[config.mk]
export PLATFORM = sky130hd
export DESIGN_NAME = serial_adder
export DESIGN_NICKNAME = d
export VERILOG_FILES = /design/src/rtl/serial_adder.sv
export SDC_FILE = /design/constraint.sdc
export NUM_CORES = 1
export LEC_CHECK = 0
export CORE_ASPECT_RATIO = 0.9
export CORE_MARGIN = 2
export CORE_UTILIZATION = 35
export DETAILED_ROUTE_END_ITERATION = 12
export PLACE_DENSITY = 0.67
export SLEW_MARGIN = 20
export SYNTH_ARGS = -nofsm -noshare
export SYNTH_HDL_FRONTEND = slang
export SYNTH_SLANG_ARGS = --single-unit
[constraint.sdc]
create_clock -name clk_i -period 3.1 [get_ports clk_i]
set_input_delay 0.62 -clock clk_i [delete_from_list [all_inputs] [get_ports clk_i]]
set_output_delay 0.62 -clock clk_i [all_outputs]
set_load 0.005 [all_outputs]
[src/rtl/serial_adder.sv]
// Bit-serial adder: one full-adder cell and a carry flop add two WIDTH-bit
// operands LSB first behind a start/done handshake.
module serial_adder #(
  parameter int WIDTH = 8
) (
  input  logic             clk_i,
  input  logic             rst_i,
  input  logic             start_i,
  input  logic [WIDTH-1:0] a_i,
  input  logic [WIDTH-1:0] b_i,
  input  logic             cin_i,
  output logic             busy_o,
  output logic             done_o,
  output logic [WIDTH-1:0] sum_o,
  output logic             cout_o
);

  localparam int CW = (WIDTH > 1) ? $clog2(WIDTH) : 1;
  localparam logic [CW-1:0] LAST = CW'(WIDTH - 1);

  typedef enum logic [1:0] {
    IDLE = 2'd0,
    RUN  = 2'd1,
    DONE = 2'd2
  } state_t;

  // Handshake: start_i is accepted on a rising edge while in IDLE or DONE;
  // done_o pulses for exactly one cycle when sum_o/cout_o take a new result.
  typedef struct packed {
    state_t        state;
    logic [CW-1:0] cnt;
    logic          carry;
  } dbg_t;

  state_t         state_q, state_d;
  logic [WIDTH-1:0] a_q, a_d;
  logic [WIDTH-1:0] b_q, b_d;
  logic [WIDTH-1:0] sreg_q, sreg_d;
  logic [WIDTH-1:0] sum_q, sum_d;
  logic [CW-1:0]  cnt_q, cnt_d;
  logic           carry_q, carry_d;
  logic           cout_q, cout_d;
  logic           busy_q, busy_d;
  logic           done_q, done_d;

  logic             s_bit;
  logic             c_next;
  logic [WIDTH-1:0] sum_shift;
  dbg_t             dbg;

  assign s_bit     = a_q[0] ^ b_q[0] ^ carry_q;
  assign c_next    = (a_q[0] & b_q[0]) | (a_q[0] & carry_q) | (b_q[0] & carry_q);
  assign sum_shift = {s_bit, sreg_q[WIDTH-1:1]};

  always_comb begin
    state_d = state_q;
    a_d     = a_q;
    b_d     = b_q;
    sreg_d  = sreg_q;
    sum_d   = sum_q;
    cnt_d   = cnt_q;
    carry_d = carry_q;
    cout_d  = cout_q;

    case (state_q)
      IDLE, DONE: begin
        if (start_i) begin
          a_d     = a_i;
          b_d     = b_i;
          carry_d = cin_i;
          sreg_d  = '0;
          cnt_d   = '0;
          state_d = RUN;
        end else begin
          state_d = IDLE;
        end
      end
      RUN: begin
        a_d     = a_q >> 1;
        b_d     = b_q >> 1;
        sreg_d  = sum_shift;
        carry_d = c_next;
        if (cnt_q == LAST) begin
          // Last bit: publish the full result and park the counter at zero.
          sum_d   = sum_shift;
          cout_d  = c_next;
          cnt_d   = '0;
          state_d = DONE;
        end else begin
          cnt_d = cnt_q + 1'b1;
        end
      end
      default: state_d = IDLE;
    endcase

    busy_d = (state_d == RUN);
    done_d = (state_d == DONE);
  end

  always_ff @(posedge clk_i) begin
    if (rst_i) begin
      state_q <= IDLE;
      a_q     <= '0;
      b_q     <= '0;
      sreg_q  <= '0;
      sum_q   <= '0;
      cnt_q   <= '0;
      carry_q <= 1'b0;
      cout_q  <= 1'b0;
      busy_q  <= 1'b0;
      done_q  <= 1'b0;
    end else begin
      state_q <= state_d;
      a_q     <= a_d;
      b_q     <= b_d;
      sreg_q  <= sreg_d;
      sum_q   <= sum_d;
      cnt_q   <= cnt_d;
      carry_q <= carry_d;
      cout_q  <= cout_d;
      busy_q  <= busy_d;
      done_q  <= done_d;
    end
  end

  assign busy_o = busy_q;
  assign done_o = done_q;
  assign sum_o  = sum_q;
  assign cout_o = cout_q;

  assign dbg.state = state_q;
  assign dbg.cnt   = cnt_q;
  assign dbg.carry = carry_q;

  a_busy_done_excl: assert property (@(posedge clk_i) disable iff (rst_i)
    !(busy_q && done_q));
  a_cnt_bound: assert property (@(posedge clk_i) disable iff (rst_i)
    dbg.cnt <= LAST);
  a_done_pulse: assert property (@(posedge clk_i) disable iff (rst_i)
    done_q |=> !done_q);
  a_state_legal: assert property (@(posedge clk_i) disable iff (rst_i)
    dbg.state != 2'd3);

endmodule

; Word level (Yosys, flattened, before mapping)
; Cells that the tools add are included.
[totals]
ff_bits = 41
in_bits = 20
output_inout_bits = 11
[op_classes]
addsub = 1
eq_ne = 6
muxes = 14
bitwise_logic = 7
reduce_logical = 5
[op_table]
columns = cell, n
row1 = $pmux 8 s2, 3
row2 = $mux 8, 3
row3 = $mux 3, 2
row4 = $pmux 3 s2, 1
row5 = $eq 2x1->1 const B, 2
row6 = $eq 2x2->1 const B, 2
row7 = $pmux 2 s2, 1
row8 = $reduce_and 2->1, 2
row9 = $add 3x1->3 const B, 1
row10 = $and 1x1->1, 3
row11 = $eq 3x3->1 const B, 1
row12 = $logic_not 2->1, 1
row13 = $mux 1, 2
row14 = $mux 2, 1
row15 = $ne 2x2->1 const B, 1
row16 = $or 1x1->1, 2
row17 = $pmux 1 s2, 1
row18 = $reduce_bool 2->1, 1
row19 = $reduce_or 2->1, 1
row20 = $xor 1x1->1, 2

; Logic depth before layout (Yosys ltp)
; Gate-level depths: netlist of the first run.
[depth]
word_depth = 4
depth_mapped = 6

; Worst setup path before layout of the first run
; OpenSTA, ideal clock, no wires.
[synth_path]
path_kind = register -> register
startpoint = register cnt_q[0]
endpoint = register cout_q, in the netlist cout_o
setup_ns = 0.086
arrival_time_ns = 1.237
t_required_ns = 3.014
slack_ns = 1.777
path_stages_with_launch = 6
path_buffers = 1
path_cell_list = dfxtp_1 -> ha_1 -> ha_1 -> and3b_1 -> buf_2 -> a211oi_1
[synth_via]
elab_chain_len = 2
[synth_lines]
columns = element, line_no
row1 = "start, declared", 40  ; logic [CW-1:0] cnt_q, cnt_d;
row2 = "start signal, assigned", 118  ; cnt_q <= cnt_d;
row3 = $eq 3x3->1, 83  ; if (cnt_q == LAST) begin
row4 = $reduce_and 2->1 (no source line), --
row5 = "end signal, assigned", 120  ; cout_q <= cout_d;
row6 = "end, declared", 42  ; logic cout_q, cout_d;
; No other way between the ends.
; A chain may end at the register's enable or synchronous reset.

; Final worst setup path of the first run
[layout_path]
startpoint = input start_i
endpoint = register b_q[0]
[layout_via]
elab_chain_len = 2
[layout_lines]
columns = element, line_no
row1 = "start, declared", 8  ; input logic start_i,
row2 = $ne 2x2->1 (no source line), --
row3 = $reduce_and 2->1 (no source line), --
row4 = "end signal, assigned", 104  ; b_q <= '0;
row5 = "end signal, assigned", 115  ; b_q <= b_d;
row6 = "end, declared", 37  ; logic [WIDTH-1:0] b_q, b_d;
; No other way between the ends.

==> results of run 1 <==
per-stage QoR:
stage | utilization | setup slack, ns
floorplan | - | 1.78
global placement | 0.447 | 0.927
detailed placement | 0.447 | 0.909
CTS | 0.478 | 1.20
global route | 0.478 | 1.06
finish | 0.478 | 1.22
path summary, 6_finish.rpt:
check             startpoint  endpoint  cells after the start
setup / recovery     start_i    b_q[0]                      5
hold / removal      sum_o[2]  sum_o[2]                      2
setup reg to reg  state_q[0]    b_q[0]                      4
hold reg to reg     sum_o[2]  sum_o[2]                      2
layer usage:
layer | vias up | global-route usage | share of wire
li1 | 671 | - | -
met1 | 578 | 0.172 | 0.50
met2 | 24 | 0.218 | 0.45
met3 | 4 | 0.0408 | 0.032
met4 | 0 | 0.0614 | 0.017
met5 | - | 0 | 0
cell usage in the layout (no fill, tap or decap), types with 2 or more instances in the layout:
master / netlist / layout
a21oi_1: 19 / 19
inv_1: 3 / 3
nor2_1: 7 / 7
a211oi_1: 2 / 2
o22ai_1: 14 / 14
nand2b_1: 3 / 3
a311oi_1: 2 / 2
nand3_1: 12 / 12
clkbuf_8: 0 / 7
buf_4: 2 / 5
clkdlybuf4s50_1: 0 / 30
nand2_1: 24 / 24
dfxtp_1: 40 / 40
ha_1: 2 / 2
nor2b_1: 2 / 2
nor3_1: 24 / 24
worst min-delay path: cells and delay by family, from the launching register on:
kind	cells	cell delay, ns
simple gates	1	0.05
flops	1	0.31
compound gates	1	0.05
synth_stat cells, types with 2 or more instances:
master / number / share of area
dfxtp_1: 40 / 0.53
inv_1: 3 / 0.0074
clkbuf_1: 4 / 0.0099
nor3_1: 24 / 0.079
a211oi_1: 2 / 0.0099
buf_2: 8 / 0.026
ha_1: 2 / 0.016
nand2b_1: 3 / 0.012
a311oi_1: 2 / 0.012
a21oi_1: 19 / 0.063
o22ai_1: 14 / 0.058
nand3_1: 12 / 0.040
nand2_1: 24 / 0.059
buf_4: 2 / 0.0099
nor2_1: 7 / 0.017
nor2b_1: 2 / 0.0082
cell type report:
type                    count  area [µm²]
fillers                   413        2160
flip-flops and latches     40         801
multi-input cells         118         636
repair buffers             35         338
clock buffers               7        96.3
well taps                  48        60.1
clock inverters             1        30.0
inverters                   3        11.3
power by group through the flow:
stage | clock [mW] | combinational, mW | sequential [mW]
after CTS | 0.470 | 0.131 | 0.553
after global routing | 0.491 | 0.144 | 0.556
after global placement | 0 | 0.129 | 0.566
after floorplan | 0 | 0.0876 | 0.562
final | 0.455 | 0.130 | 0.553
after detailed placement | 0 | 0.130 | 0.565
sequential cells by signal (all words and copies together) (netlist names):
signal,cells
state_q,2
cnt_q,3
b_q,8
a_q,8
busy_o,1
sreg_q,7
done_o,1
carry_q,1
sum_o,8
cout_o,1
logic make-up (layout without fill, tap and decap cells):
family,after synthesis,in the layout
adder cells (fa/ha/maj),3,3
flip-flops,40,40
AO/OA/AOI/OAI,40,40
buffers and inverters,17,46
AND/OR/NAND/NOR,75,75
==> run_results.csv, run 1 <==
group,metric,value,unit
routing,wl_per_cell,11.9,µm
power_and_ir_drop,power_density,577,mW/mm²
worst_setup_path,r2r_setup_slack,1.46,ns
min_path,hp-class,"register to register",
power_and_ir_drop,intPower,888,µW
synthesis,ys_warn_count,0,
cts,cts_resized,0,
sta,skew,0.00705,ns
power_and_ir_drop,pwr-share-clk,0.399,
synthesis,synthAdderAreaFrac,0.0297,
power_and_ir_drop,p_seq_frac,0.486,
synthesis,yosysSeqAreaShare,0.528,
routing,antenna_left,0,
worst_setup_path,critPathKind,"input pin to register",
cts,postCtsSetupRepairBufs,0,
place,place_hpwl,1970,µm
cts,cts-hold-fix-buffers,0,
layout,fin_area,0.00197,mm²
layout,finalNetCount,226,
routing,vias,1277,
sta,fin_tns_setup,0,ns
synthesis,netlist_instances,175,
sta,maxSlewViolCount,0,
sta,hold_viol,0,
layout,final_layout_size_suffix_gt1_frac,0.0637,
synthesis,synth_flop_cell,"dfxtp_1",
layout,insertedDiodeCount,0,
place,io_buffers,30,
synthesis,syn_avg_cell_area,8.67,µm²
die,io-pin-count,31,
layout,layout.cells.non_filler,252,
sta,min_period,1.88,ns
synthesis,synth_fp_nets,198,
synthesis,yosys.area_share.simple,0.232,
cts,numClockSinks,40,
worst_setup_path,worst_path_max_delay_cell,"clkdlybuf4s50_1",
cts,tritoncts,"done",
worst_setup_path,critPathBufInv,2,
worst_setup_path,start_kind,"input pin",
cts,cts_buffer_depth,2,
routing,drt_pass1_iterations,4,
synthesis,ys_ff_latch,40,
synthesis,synth_cell_type_count,23,
sta,fin_crit_sh,0.608,
worst_setup_path,cp_max_fo,16,
routing,drc,0,
cts,htreeDepth,2,
sta,finalSetupViolCount,0,
sta,max_slew.worst_pin.slew,0.536,ns
die,initial_core_util,0.368,
layout,area_growth,29.9,%
die,rows,22,
worst_setup_path,worstPathCellList,"clkdlybuf4s50_1, nand2b_1, buf_4, o22ai_1, a311oi_1",
worst_setup_path,max_stage_delay,0.41,ns
synthesis,synth_compound_area_frac,0.157,
worst_setup_path,crit_required,3.30,ns
worst_setup_path,crit_arrival,2.08,ns
place,dpl_cell_area,0.00185,mm²
routing,first_iter_violations,89,
sta,fmax,531,MHz
global_routing,grt_pass1_vias,1160,
flow_run,drv_cap,0,
synthesis,syn_area,0.00152,mm²
routing,wirelength,3000,µm
die,dieArea,0.00488,mm²
worst_setup_path,crit_family,"buffers and inverters",
power_and_ir_drop,p_comb_frac,0.114,
power_and_ir_drop,p_sw_frac,0.220,
routing,viasPerCell,5.07,
die,die_x,73.4,µm
global_routing,grt_usage,0.138,
sta,whs,0.453,ns
status,status,"finished, final reports clean",
power_and_ir_drop,p_switching,250,µW
place,gp_congestion,0.717,
cts,clk_latency,0.28,ns
die,die_h,66.5,µm
power_and_ir_drop,p_leak,0.689,nW
sta,relSlewSlack,0.643,
synthesis,async_flop_share,0,
cts,clk_pin_slew_worst_paths,0.08,ns
global_routing,grt_max_degree,41,
cts,root_buffer,"clkbuf_8",
cts,cts-buffers-inserted,5,
sta,rsz0062_at_grt,"false",
synthesis,synth_top_family_by_area,"simple AND/OR/NAND/NOR gates",
power_and_ir_drop,vdd_drop_max,0.000228,V
synthesis,muxShareOfSynthArea,0,
die,core-area,0.00413,mm²
worst_setup_path,cp-end-kind,"register",
place,dp.cells,244,
synthesis,synth_xor_area_frac,0,
power_and_ir_drop,totalPowerFinal,1.14,mW
global_routing,overflow,0,
synthesis,synth-edff-count,0,
global_routing,grt_pass1_wl,5180,µm
global_routing,antenna_found_initial,0,
Note: power is estimated with default switching activity, not from simulation.
==> run 2: changes to the inputs <==
==> constraint.sdc (replaced) <==
create_clock -name clk_i -period 1.8 [get_ports clk_i]
set_input_delay 0.36 -clock clk_i [delete_from_list [all_inputs] [get_ports clk_i]]
set_output_delay 0.36 -clock clk_i [all_outputs]
set_load 0.005 [all_outputs]
==> run 2 against run 1 <==
Net effect: highest routed layer unchanged; first-iteration DRC count fell by 17%; largest cell class unchanged; clock skew about the same; final area down 0.70%; register-to-register slack got worse by 1.2 ns; global-route usage up 0.99 points; count of clock-buffer cells in the layout is 1 lower; wire length increased by 3.3%; sequential cell count unchanged; critical path type is now register to register; sequential power increased by 73%.
==> run_results.csv, run 2 (synthesis gave the netlist of run 1 again) <==
group,metric,value,unit
sta,fin_tns_setup,0,ns
cts,tritoncts,"done",
routing,drt_pass1_iterations,4,
routing,first_iter_violations,74,
cts,cts-hold-fix-buffers,0,
worst_setup_path,crit_arrival,1.70,ns
min_path,hp-class,"register to register",
cts,cts-buffers-inserted,5,
sta,rsz0062_at_grt,"false",
cts,numClockSinks,40,
routing,drc,0,
cts,root_buffer,"clkbuf_8",
cts,cts_resized,0,
sta,min_period,1.50,ns
power_and_ir_drop,intPower,1.31,mW
sta,hold_viol,0,
worst_setup_path,critPathKind,"register to register",
power_and_ir_drop,p_seq_frac,0.551,
worst_setup_path,r2r_setup_slack,0.30,ns
sta,fmax,667,MHz
sta,maxSlewViolCount,0,
sta,skew,0.00755,ns
sta,max_slew.worst_pin.slew,0.366,ns
routing,vias,1302,
sta,fin_crit_sh,0.833,
power_and_ir_drop,pwr-share-clk,0.312,
die,die_x,73.4,µm
worst_setup_path,start_kind,"register",
cts,cts_buffer_depth,2,
sta,finalSetupViolCount,0,
global_routing,antenna_found_initial,0,
routing,antenna_left,0,
power_and_ir_drop,totalPowerFinal,1.73,mW
cts,htreeDepth,2,
status,status,"finished, final reports clean",
layout,fillers,427,
routing,wirelength,3100,µm
worst_setup_path,cp_max_fo,11,
power_and_ir_drop,p_switching,420,µW
layout,final_layout_size_suffix_gt1_frac,0.0680,
layout,seq_area,801,µm²
layout,final_common_cell,"dfxtp_1",
die,dieArea,0.00488,mm²
layout,area_growth,29.0,%
power_and_ir_drop,p_leak,0.684,nW
sta,relSlewSlack,0.756,
power_and_ir_drop,power_density,885,mW/mm²
die,initial_core_util,0.368,
layout,finalNetCount,229,
worst_setup_path,crit_required,2.00,ns
sta,setup_ws,0.300,ns
flow_run,drv_cap,0,
routing,viasPerCell,5.13,
worst_setup_path,cp-end-kind,"register",
global_routing,grt_pass1_vias,1292,
place,gp_congestion,0.699,
power_and_ir_drop,p_sw_frac,0.242,
die,io-pin-count,31,
place,place_hpwl,2060,µm
power_and_ir_drop,p_comb_frac,0.137,
power_and_ir_drop,vdd_drop_max,0.000558,V
die,core-area,0.00413,mm²
layout,layout_common_cells,"dfxtp_1, clkdlybuf4s50_1, nor3_1, nand2_1, a21oi_1",
layout,insertedDiodeCount,0,
global_routing,overflow,0,
global_routing,grt_usage,0.148,
layout,multiInputGateArea,636,µm²
die,die_h,66.5,µm
min_path,worstHoldPathCells,2,
worst_setup_path,worstRegToRegCells,5,
cts,postCtsSetupRepairBufs,0,
place,place_ws,0.194,ns
routing,wl_per_cell,12.2,µm
global_routing,grt_max_degree,41,
die,rows,22,
place,io_buffers,30,
cts,clk_latency,0.28,ns
cts,clk_pin_slew_worst_paths,0.07,ns
global_routing,grt_pass1_wl,5550,µm
==> run 2: cell types whose count changed in the layout (fill, tap and decap cells not counted), sizes merged <==
cell,previous run,this run
buf,5,8
bufinv,1,0
clkbuf,7,6
clkinv,0,1
==> run 2: metal layers <==
layer | up-vias | GRT usage | routed length [µm]
met2 | 23 | 0.252 | 1460
met5 | - | 0 | 0
met1 | 593 | 0.176 | 1520
met4 | 0 | 0.0477 | 34
li1 | 681 | - | -
met3 | 5 | 0.0454 | 91
==> run 2: path summary, 6_finish.rpt <==
check / to / from
max reg2reg: sum_o[7] / cnt_q[0]
min: sum_o[1] / sum_o[1]
max: sum_o[7] / cnt_q[0]
min reg2reg: sum_o[1] / sum_o[1]
==> run 2: area by class of cell <==
| type | instances | share of cell area |
|---|---|---|
| clock inverter | 1 | 0.00256 |
| tap | 48 | 0.0307 |
| multi-input combinational | 118 | 0.325 |
| clock buffer | 6 | 0.0371 |
| inverter | 3 | 0.00575 |
| sequential | 40 | 0.409 |
| timing repair buffer | 38 | 0.190 |
==> run 2: worst max-delay path: stages (launching register included) <==
cell	delay (ns)
dfxtp_1	0.36
ha_1	0.16
ha_1	0.20
and3b_1	0.40
nor2_1	0.08
a211oi_1	0.22
==> run 2: through the flow <==
stage                     hold WS, ns  utilization  instances  instance area, µm²
after floorplan                 0.432            -        175                1520
after global routing            0.486        0.474        254                1960
after detailed placement        0.447        0.455        247                1880
after CTS                       0.457        0.474        254                1960
after global placement          0.440        0.455        247                1880
final                           0.455        0.474        254                1960
==> run 2: power by group through the flow <==
stage	registers (mW)	clock network (mW)	logic [mW]
final	0.955	0.541	0.237
after global routing	0.961	0.610	0.264
after CTS	0.955	0.567	0.238
after detailed placement	0.974	0	0.237
after global placement	0.975	0	0.234
after floorplan	0.969	0	0.151
